[config.mk]
export PLATFORM = sky130hd
export DESIGN_NAME = nexthop_grant_fsm
export DESIGN_NICKNAME = d
export VERILOG_FILES = /design/src/rtl/noc_nexthop_pkg.sv /design/src/rtl/rr_picker.sv /design/src/rtl/nexthop_grant_fsm.sv
export SDC_FILE = /design/constraint.sdc
export NUM_CORES = 1
export LEC_CHECK = 0
export ABC_AREA = 0
export BUFFER_PORTS_ARGS = -buffer_cell sky130_fd_sc_hd__buf_2
export CAP_MARGIN = 30
export CORE_MARGIN = 3
export CORE_UTILIZATION = 53
export CTS_BUF_LIST = sky130_fd_sc_hd__clkbuf_8 sky130_fd_sc_hd__clkbuf_16
export CTS_CLUSTER_DIAMETER = 200
export DETAILED_ROUTE_END_ITERATION = 16
export GPL_ROUTABILITY_DRIVEN = 0
export HOLD_SLACK_MARGIN = 0.1
export PLACE_DENSITY = 0.79
export SLEW_MARGIN = 20
export SYNTH_ARGS = -nofsm -noshare
export SYNTH_HDL_FRONTEND = slang
export SYNTH_HIERARCHICAL = 1
export SYNTH_SLANG_ARGS = --single-unit
[constraint.sdc]
create_clock -name clk -period 4.2 [get_ports clk]
set_clock_uncertainty 0.1 [all_clocks]
set_input_delay 0.21 -clock clk [delete_from_list [all_inputs] [get_ports clk]]
set_output_delay 0.21 -clock clk [all_outputs]
set_load 0.01 [all_outputs]
[src/rtl/noc_nexthop_pkg.sv]
// Shared next-hop codes and grant FSM state type for the NoC output port.
package noc_nexthop_pkg;

  localparam logic [2:0] NH_IDLE     = 3'b001;
  localparam logic [2:0] NH_REQ_BASE = 3'b010;

  typedef enum logic [1:0] {
    ST_IDLE = 2'd0,
    ST_XFER = 2'd1,
    ST_DONE = 2'd2
  } nh_state_e;

  // Requester k is announced to the next-hop register as NH_REQ_BASE + k.
  function automatic logic [2:0] nh_req_code(input int unsigned k);
    return NH_REQ_BASE + 3'(k);
  endfunction

endpackage

[src/rtl/rr_picker.sv]
// Combinational round-robin picker: first set request at or above ptr, with wrap.
module rr_picker #(
  parameter int NUM_REQ = 4,
  parameter int IW      = 2
) (
  input  logic [NUM_REQ-1:0] req,
  input  logic [IW-1:0]      ptr,
  output logic [NUM_REQ-1:0] grant,
  output logic [IW-1:0]      idx
);

  logic          found;
  logic [IW-1:0] cand;

  always_comb begin
    grant = '0;
    idx   = '0;
    found = 1'b0;
    cand  = '0;
    for (int unsigned i = 0; i < NUM_REQ; i++) begin
      cand = IW'((32'(ptr) + i) % NUM_REQ);
      if (!found && req[cand]) begin
        found       = 1'b1;
        idx         = cand;
        grant[cand] = 1'b1;
      end
    end
  end

endmodule

[src/rtl/nexthop_grant_fsm.sv]
// Output-port grant FSM: round-robin packet grant, flit countdown and next-hop register strobes.
module nexthop_grant_fsm
  import noc_nexthop_pkg::*;
#(
  parameter int NUM_REQ = 4,
  parameter int LEN_W   = 4
) (
  input  logic                     clk,
  input  logic                     reset,
  input  logic [NUM_REQ-1:0]       req_i,
  input  logic [NUM_REQ*LEN_W-1:0] head_len_i,
  input  logic                     flit_sent_i,
  output logic                     nhr_write_o,
  output logic [2:0]               nhr_address_o,
  output logic [NUM_REQ-1:0]       grant_o,
  output logic                     pt_almost_done_o,
  output logic                     ib_empty_o
);

  localparam int IW = (NUM_REQ > 1) ? $clog2(NUM_REQ) : 1;

  nh_state_e          state_q, state_d;
  logic [IW-1:0]      rr_ptr_q, rr_ptr_d;
  logic [IW-1:0]      win_q, win_d;
  logic [LEN_W-1:0]   remaining_q, remaining_d;
  logic [NUM_REQ-1:0] grant_d;
  logic               nhr_write_d;
  logic [2:0]         nhr_address_d;
  logic               ib_empty_d;

  logic [NUM_REQ-1:0] pick_grant;
  logic [IW-1:0]      pick_idx;
  logic [LEN_W-1:0]   win_len;
  logic               go_done;

  rr_picker #(
    .NUM_REQ(NUM_REQ),
    .IW     (IW)
  ) u_rr_picker (
    .req  (req_i),
    .ptr  (rr_ptr_q),
    .grant(pick_grant),
    .idx  (pick_idx)
  );

  always_comb begin
    win_len = '0;
    for (int unsigned k = 0; k < NUM_REQ; k++) begin
      if (pick_idx == IW'(k)) win_len = head_len_i[k*LEN_W +: LEN_W];
    end
  end

  always_comb begin
    state_d       = state_q;
    rr_ptr_d      = rr_ptr_q;
    win_d         = win_q;
    remaining_d   = remaining_q;
    grant_d       = grant_o;
    nhr_write_d   = 1'b0;
    nhr_address_d = nhr_address_o;
    ib_empty_d    = 1'b0;
    go_done       = 1'b0;
    unique case (state_q)
      ST_IDLE: begin
        if (|req_i) begin
          state_d       = ST_XFER;
          grant_d       = pick_grant;
          win_d         = pick_idx;
          remaining_d   = (win_len == '0) ? LEN_W'(1) : win_len;
          nhr_write_d   = 1'b1;
          nhr_address_d = nh_req_code(32'(pick_idx));
        end
      end
      ST_XFER: begin
        // Last flit wins over a simultaneous request drop: that is a clean finish.
        if (flit_sent_i && remaining_q == LEN_W'(1)) begin
          go_done = 1'b1;
        end else if (!req_i[win_q]) begin
          go_done    = 1'b1;
          ib_empty_d = 1'b1;
        end else if (flit_sent_i) begin
          remaining_d = remaining_q - 1'b1;
        end
        if (go_done) begin
          state_d       = ST_DONE;
          grant_d       = '0;
          remaining_d   = '0;
          nhr_write_d   = 1'b1;
          nhr_address_d = NH_IDLE;
          rr_ptr_d      = (win_q == IW'(NUM_REQ - 1)) ? '0 : win_q + 1'b1;
        end
      end
      ST_DONE: state_d = ST_IDLE;
      default: state_d = ST_IDLE;
    endcase
  end

  always_ff @(posedge clk or negedge reset) begin
    if (!reset) begin
      state_q       <= ST_IDLE;
      rr_ptr_q      <= '0;
      win_q         <= '0;
      remaining_q   <= '0;
      grant_o       <= '0;
      nhr_write_o   <= 1'b0;
      nhr_address_o <= NH_IDLE;
      ib_empty_o    <= 1'b0;
    end else begin
      state_q       <= state_d;
      rr_ptr_q      <= rr_ptr_d;
      win_q         <= win_d;
      remaining_q   <= remaining_d;
      grant_o       <= grant_d;
      nhr_write_o   <= nhr_write_d;
      nhr_address_o <= nhr_address_d;
      ib_empty_o    <= ib_empty_d;
    end
  end

  assign pt_almost_done_o = (state_q == ST_XFER) && (remaining_q == LEN_W'(1));

endmodule

==> results of run 1 <==
worst min path at each step:
stage | from | end | slack, ns | depth (start not counted)
finish | reset | grant_o[3] | 0.31 | 2
floorplan | reset | grant_o[0] | -0.19 | 0
CTS | reset | grant_o[3] | 0.32 | 2
global route | reset | grant_o[3] | 0.34 | 2
detailed placement | reset | grant_o[3] | 0.06 | 1
global placement | reset | grant_o[1] | 0.06 | 1
cell families (layout without fill, tap and decap cells):
group                      count (synthesis)  count (layout)  share of synthesized area (%)
muxes                                     15              15                           19.0
AOI/OAI and AO/OA                         34              34                           20.2
and+or+nand+nor                           38              38                           16.6
DFF                                       19              19                           33.6
buffers and inverters                     11              46                           3.53
adders and majority gates                  8               8                           7.06
through the flow:
stage	power [W]	area, um2	setup slack, ns	util (%)	std cells
2_1_floorplan	0.00115	1420	1.03	-	125
3_3_place_gp	0.00131	1600	0.631	64.0	184
3_5_place_dp	0.00138	1600	0.735	64.2	185
4_1_cts	0.00151	1660	0.723	66.4	190
5_1_grt	0.00164	1660	0.445	66.4	190
6_report	0.00151	1660	0.676	66.4	190
power by group through the flow:
stage / registers (W) / clock network [W] / logic, W
floorplan: 0.000364 / 0 / 0.000785
global placement: 0.000350 / 0 / 0.000965
detailed placement: 0.000357 / 0 / 0.00102
CTS: 0.000354 / 0.000129 / 0.00103
global route: 0.000369 / 0.000134 / 0.00114
finish: 0.000353 / 0.000124 / 0.00103
synthesized netlist by cell type (4+ instances only):
cell / instances
a221oi_1: 4
ha_1: 8
mux4_2: 9
nand2_1: 9
nor2b_1: 5
nor2_1: 6
inv_1: 7
a22o_1: 7
dfrtp_1: 18
mux2_2: 4
o21ai_0: 4
o2bb2ai_1: 6
layout by cell type (no fill, tap or decap), drive strengths merged:
cell type    count
mux4             9
nand3            1
dfrtp           18
mux2             5
clkbuf           3
nor3b            1
o31ai            1
nor4b            1
a211oi           1
nand4bb          1
nor2b            6
a221oi           6
dfstp            1
o21ai            6
nand2b           4
mux2i            1
nand3b           2
nor3             5
o2bb2ai          6
nor2             7
inv              8
nand2            9
o22a             1
a2bb2oi          1
buf             34
o21a             1
o211ai           1
a21oi            3
ha               8
dlygate4sd3      1
a22o             7
nor4             1
sequential cells by signal (all words and copies together) (netlist names):
register and count:
remaining_q 4, state_q 2, nhr_address_o 3, grant_o 4
rr_ptr_q 2, ib_empty_o 1, win_q 2, nhr_write_o 1
final cells by class:
type	instances	area [um2]
flip-flops and latches	19	477
inverters	7	26.3
clock inverters	1	3.75
clock buffers	3	41.3
repair buffers	35	183
multi-input cells	95	891
fillers	202	841
well taps	30	37.5
worst max-delay path, stage by stage, from the launching register on:
cell and delay [ns]:
dfrtp_1 0.54, inv_1 0.16, ha_1 0.43, mux4_2 0.46
nor2b_4 0.23, a221oi_2 0.08, o2bb2ai_1 0.57, mux4_2 0.42
nand2_1 0.08, o21ai_0 0.09, a22o_1 0.25
per-layer routing:
metal  share of wire (%)  vias to the layer above  track usage, %
li1                    -                      553               -
met1                  43                      609            28.9
met2                  48                       54            36.0
met3                 6.9                        9            4.45
met4                 1.7                        0            8.94
met5                   0                        -               0
==> metrics.txt, run 1 <==
largest net degree at the start of global routing=20; nets@finish=192; internal power=0.000826 W; status=completed; CP Class=reg -> reg; number of synthesized register bits=19; Iteration-0 DRC Markers=63; CTS Buffer Depth=2; switching power=0.000682 W; vias per cell=6.45; EDFF count, synth=0; CTS tree=built; Ant. Diodes=0; Comb power frac=68.4%; largest area contributor in the netlist=dfrtp_1; reg-to-reg startpoint=rr_ptr_q[1]; Post-route DRC=0; Final Hold Fails=0; initial core utilization=56.7%; DR vias=1225; async set or reset register ratio after synthesis=100%; Syn Inst Count=125; Routed Antenna Nets=0; Startpoint Class=flop; CP Data Required Time=4.25 ns; Die Ht=57.7 um; Max VDD drop=0.582 mV; post-route setup TNS=0 ns; PostCTS Resize Cnt=0; # rows=18; synthesized area=0.00142 mm2; Ports=33; Hold-fix buffers, CTS=1; Worst Hold Slack=0.314 ns; Synth Flop Type=dfrtp_1; Tmin final=3.52 ns; area delta synth->final=17.0%; RSZ-0062 raised after global routing=false; post-synth top area share=31.8%; CTS Sinks=19; Seq/Total Area, Yosys=33.6%; vias in the first global route=1270; CP Capture Point=remaining_q[3]; Total Routing Usage GR=22.1%; initial antenna violation count=0; Synth Warn #=6; DIE WIDTH=57.7 um; top cells by area, synth=dfrtp_1 32%, mux4_2 14%, ha_1 7.1%, a22o_1 4.3%, o2bb2ai_1 3.7%; Syn Area/Cell=11.3 um2; first-pass GRT wire length=5840 um; DRT Pass-1 Iters=4; clock network power share=8.2%; wire per inst=17.5 um; Seq pwr share=23.4%; Max transition margin=49.0%; Core ar.=0.00250 mm2; unique cell type count in the Yosys netlist=42; final period utilization=83.9%; CP endpoint kind=flop; remaining global-route overflow=0; port bufs=32; postcts setup bufs=0; Worst Tran Pin Value=0.759 ns; Crit. Startpoint=rr_ptr_q[1]; clock-pin slew on the worst setup and hold paths=0.07 ns; Hold WC Path Type=in -> async; Max Freq=0.284 GHz; Clk Latency, worst-skew pair=0.26 ns; Reg2Reg Setup Slack=0.68 ns; Worst R2R Path Depth=10; arrival time worst endpoint=3.57 ns; Detailed Place HPWL=2550 um; Die Area=0.00333 mm2; Synthesized Nets=156; clock root cell=clkbuf_8; worst-path fanout max=10; routed wire length=3320 um; Sw Share=45.2%; Slew Viols, Final=0; reg2reg end=remaining_q[3]; Pleak=0.751 nW; TritonCTS Buffers=3; H-tree level count=1; Power Density=909 mW/mm2; share of cells above drive strength 1=36.9%; count of final setup violators=0; Max Cap Violations=0
No activity file was read; power rests on OpenSTA's default activity.
==> run 2: changes to the inputs <==
==> constraint.sdc (replaced) <==
create_clock -name clk -period 3.6 [get_ports clk]
set_clock_uncertainty 0.1 [all_clocks]
set_input_delay 0.18 -clock clk [delete_from_list [all_inputs] [get_ports clk]]
set_output_delay 0.18 -clock clk [all_outputs]
set_load 0.01 [all_outputs]
==> run 2 against run 1 <==
Against the previous run: critical path depth rose by 2; clock power rose by 15%; largest power group unchanged; die area did not move; cell area rose by 0.98%; wire length fell by 6.1%; sequential cell count did not move; clock-buffer cell count did not move; maximum frequency rose by 5.0%.
==> metrics.txt, run 2 (same netlist as run 1, synthesis figures left out) <==
Ant. Diodes=0; CP most frequent cell=mux4_2; Die Ht=57.7 um; Core ar.=0.00250 mm2; DR vias=1168; postcts setup bufs=0; Worst Hold Slack=0.276 ns; Startpoint Class=flop; CTS Sinks=19; Critical-path top delay cell=mux4_2; CTS Buffer Depth=2; share of cells above drive strength 1=38.3%; RSZ-0062 raised after global routing=false; Final Hold Fails=0; Max Freq=0.298 GHz; CTS tree=built; H-tree level count=1; nets@finish=194; TritonCTS Buffers=3; Hold WC Path Type=in -> async; Worst Slack Setup Final=0.244 ns; count of final setup violators=0; Detailed Place HPWL=2390 um; first-pass GRT wire length=5370 um; DRT Pass-1 Iters=4; worst-path fanout max=10; Post-route DRC=0; largest net degree at the start of global routing=20; final period utilization=93.2%; vias per cell=6.08; clock root cell=clkbuf_8; Worst Tran Pin Value=0.741 ns; remaining global-route overflow=0; CP endpoint kind=flop; Worst path max stage delay=0.53 ns; Max VDD drop=0.716 mV; routed wire length=3120 um; crit path cell chain=inv_1 > ha_1 > mux4_2 > buf_4 > nor2b_4 > o21ai_1 > o31ai_1 > buf_2 > mux4_2 > nand2_1 > o21ai_0 > a22o_1; CP Class=reg -> reg; Slew Viols, Final=0; area delta synth->final=18.2%; Total Routing Usage GR=20.3%; arrival time worst endpoint=3.40 ns; status=completed; Routed Antenna Nets=0; vias in the first global route=1168; Iteration-0 DRC Markers=40; wire per inst=16.2 um; Placement Cell Area=0.00162 mm2; most frequent cells in the layout=33 x buf_2, 17 x dfrtp_1, 9 x mux4_2, 9 x nand2_1; Final Cell Area=0.00168 mm2; Power Density=1060 mW/mm2; initial core utilization=56.7%; Pleak=0.760 nW; Ports=33; Max transition margin=50.1%; Die Area=0.00333 mm2; Tmin final=3.36 ns; Util after Layout=67.0%; clock-pin slew on the worst setup and hold paths=0.07 ns; CP Data Required Time=3.65 ns; Place WS=0.154 ns; Largest regs=grant_o (4), remaining_q (4), nhr_address_o (3); post-route setup TNS=0 ns; initial antenna violation count=0; DIE WIDTH=57.7 um; port bufs=32; # rows=18; Max Cap Violations=0; most common cell after layout, fill and taps aside=buf_2; Clk Latency, worst-skew pair=0.25 ns
[run 2: per-layer routing]
metal	vias up	part of all wire [%]	global-route usage [%]
met5	-	0	0
li1	561	-	-
met2	37	47	32.9
met1	565	46	28.1
met4	0	0.74	4.97
met3	5	5.7	3.79
[run 2: report_power, final]
group	internal [W]	switching, W
Clock	0.0000758	0.0000667
Combinational	0.000589	0.000626
Sequential	0.000326	0.0000934
[run 2: path summary, 6_finish.rpt]
| kind | from | end | slack [ns] | cells after the start |
|---|---|---|---|---|
| min reg2reg | nhr_address_o[1] | nhr_address_o[1] | 0.40 | 1 |
| min in group clk | flit_sent_i | state_q[1] | 0.28 | 3 |
| max reg2reg | rr_ptr_q[1] | remaining_q[3] | 0.24 | 12 |
| min | reset | grant_o[3] | 0.28 | 2 |
| max in group asynchronous | reset | nhr_address_o[0] | 2.79 | 2 |
| max | rr_ptr_q[1] | remaining_q[3] | 0.24 | 12 |
[run 2: worst max-delay path: cells and delay by family, from the launching register on]
kind / cells / cell delay (ns)
flip-flops: 1 / 0.48
buffers and inverters: 3 / 0.58
AND/OR/NAND/NOR: 2 / 0.27
AO/OA/AOI/OAI: 4 / 0.52
adder cells (fa/ha/maj): 1 / 0.42
multiplexers: 2 / 0.88
[run 2: final cells by class]
cell class	count	area [um2]
Clock buffer	3	41.3
Clock inverter	1	3.75
Fill cell	184	825
Inverter	7	26.3
Multi-Input combinational cell	95	891
Sequential cell	19	478
Tap cell	30	37.5
Timing Repair Buffer	37	198
[run 2: what timing repair did]
item | 4_1_cts | 5_1_grt
endpoints found under the hold margin | 19 | 0
hold buffers | 1 | 0
setup endpoints to repair | 0 | 4
resized for setup | 0 | 1
[run 2: through the flow]
stage               cells  power, W
global placement      186   0.00156
finish                192   0.00178
detailed placement    187   0.00163
global route          192   0.00193
floorplan             125   0.00134
CTS                   192   0.00178
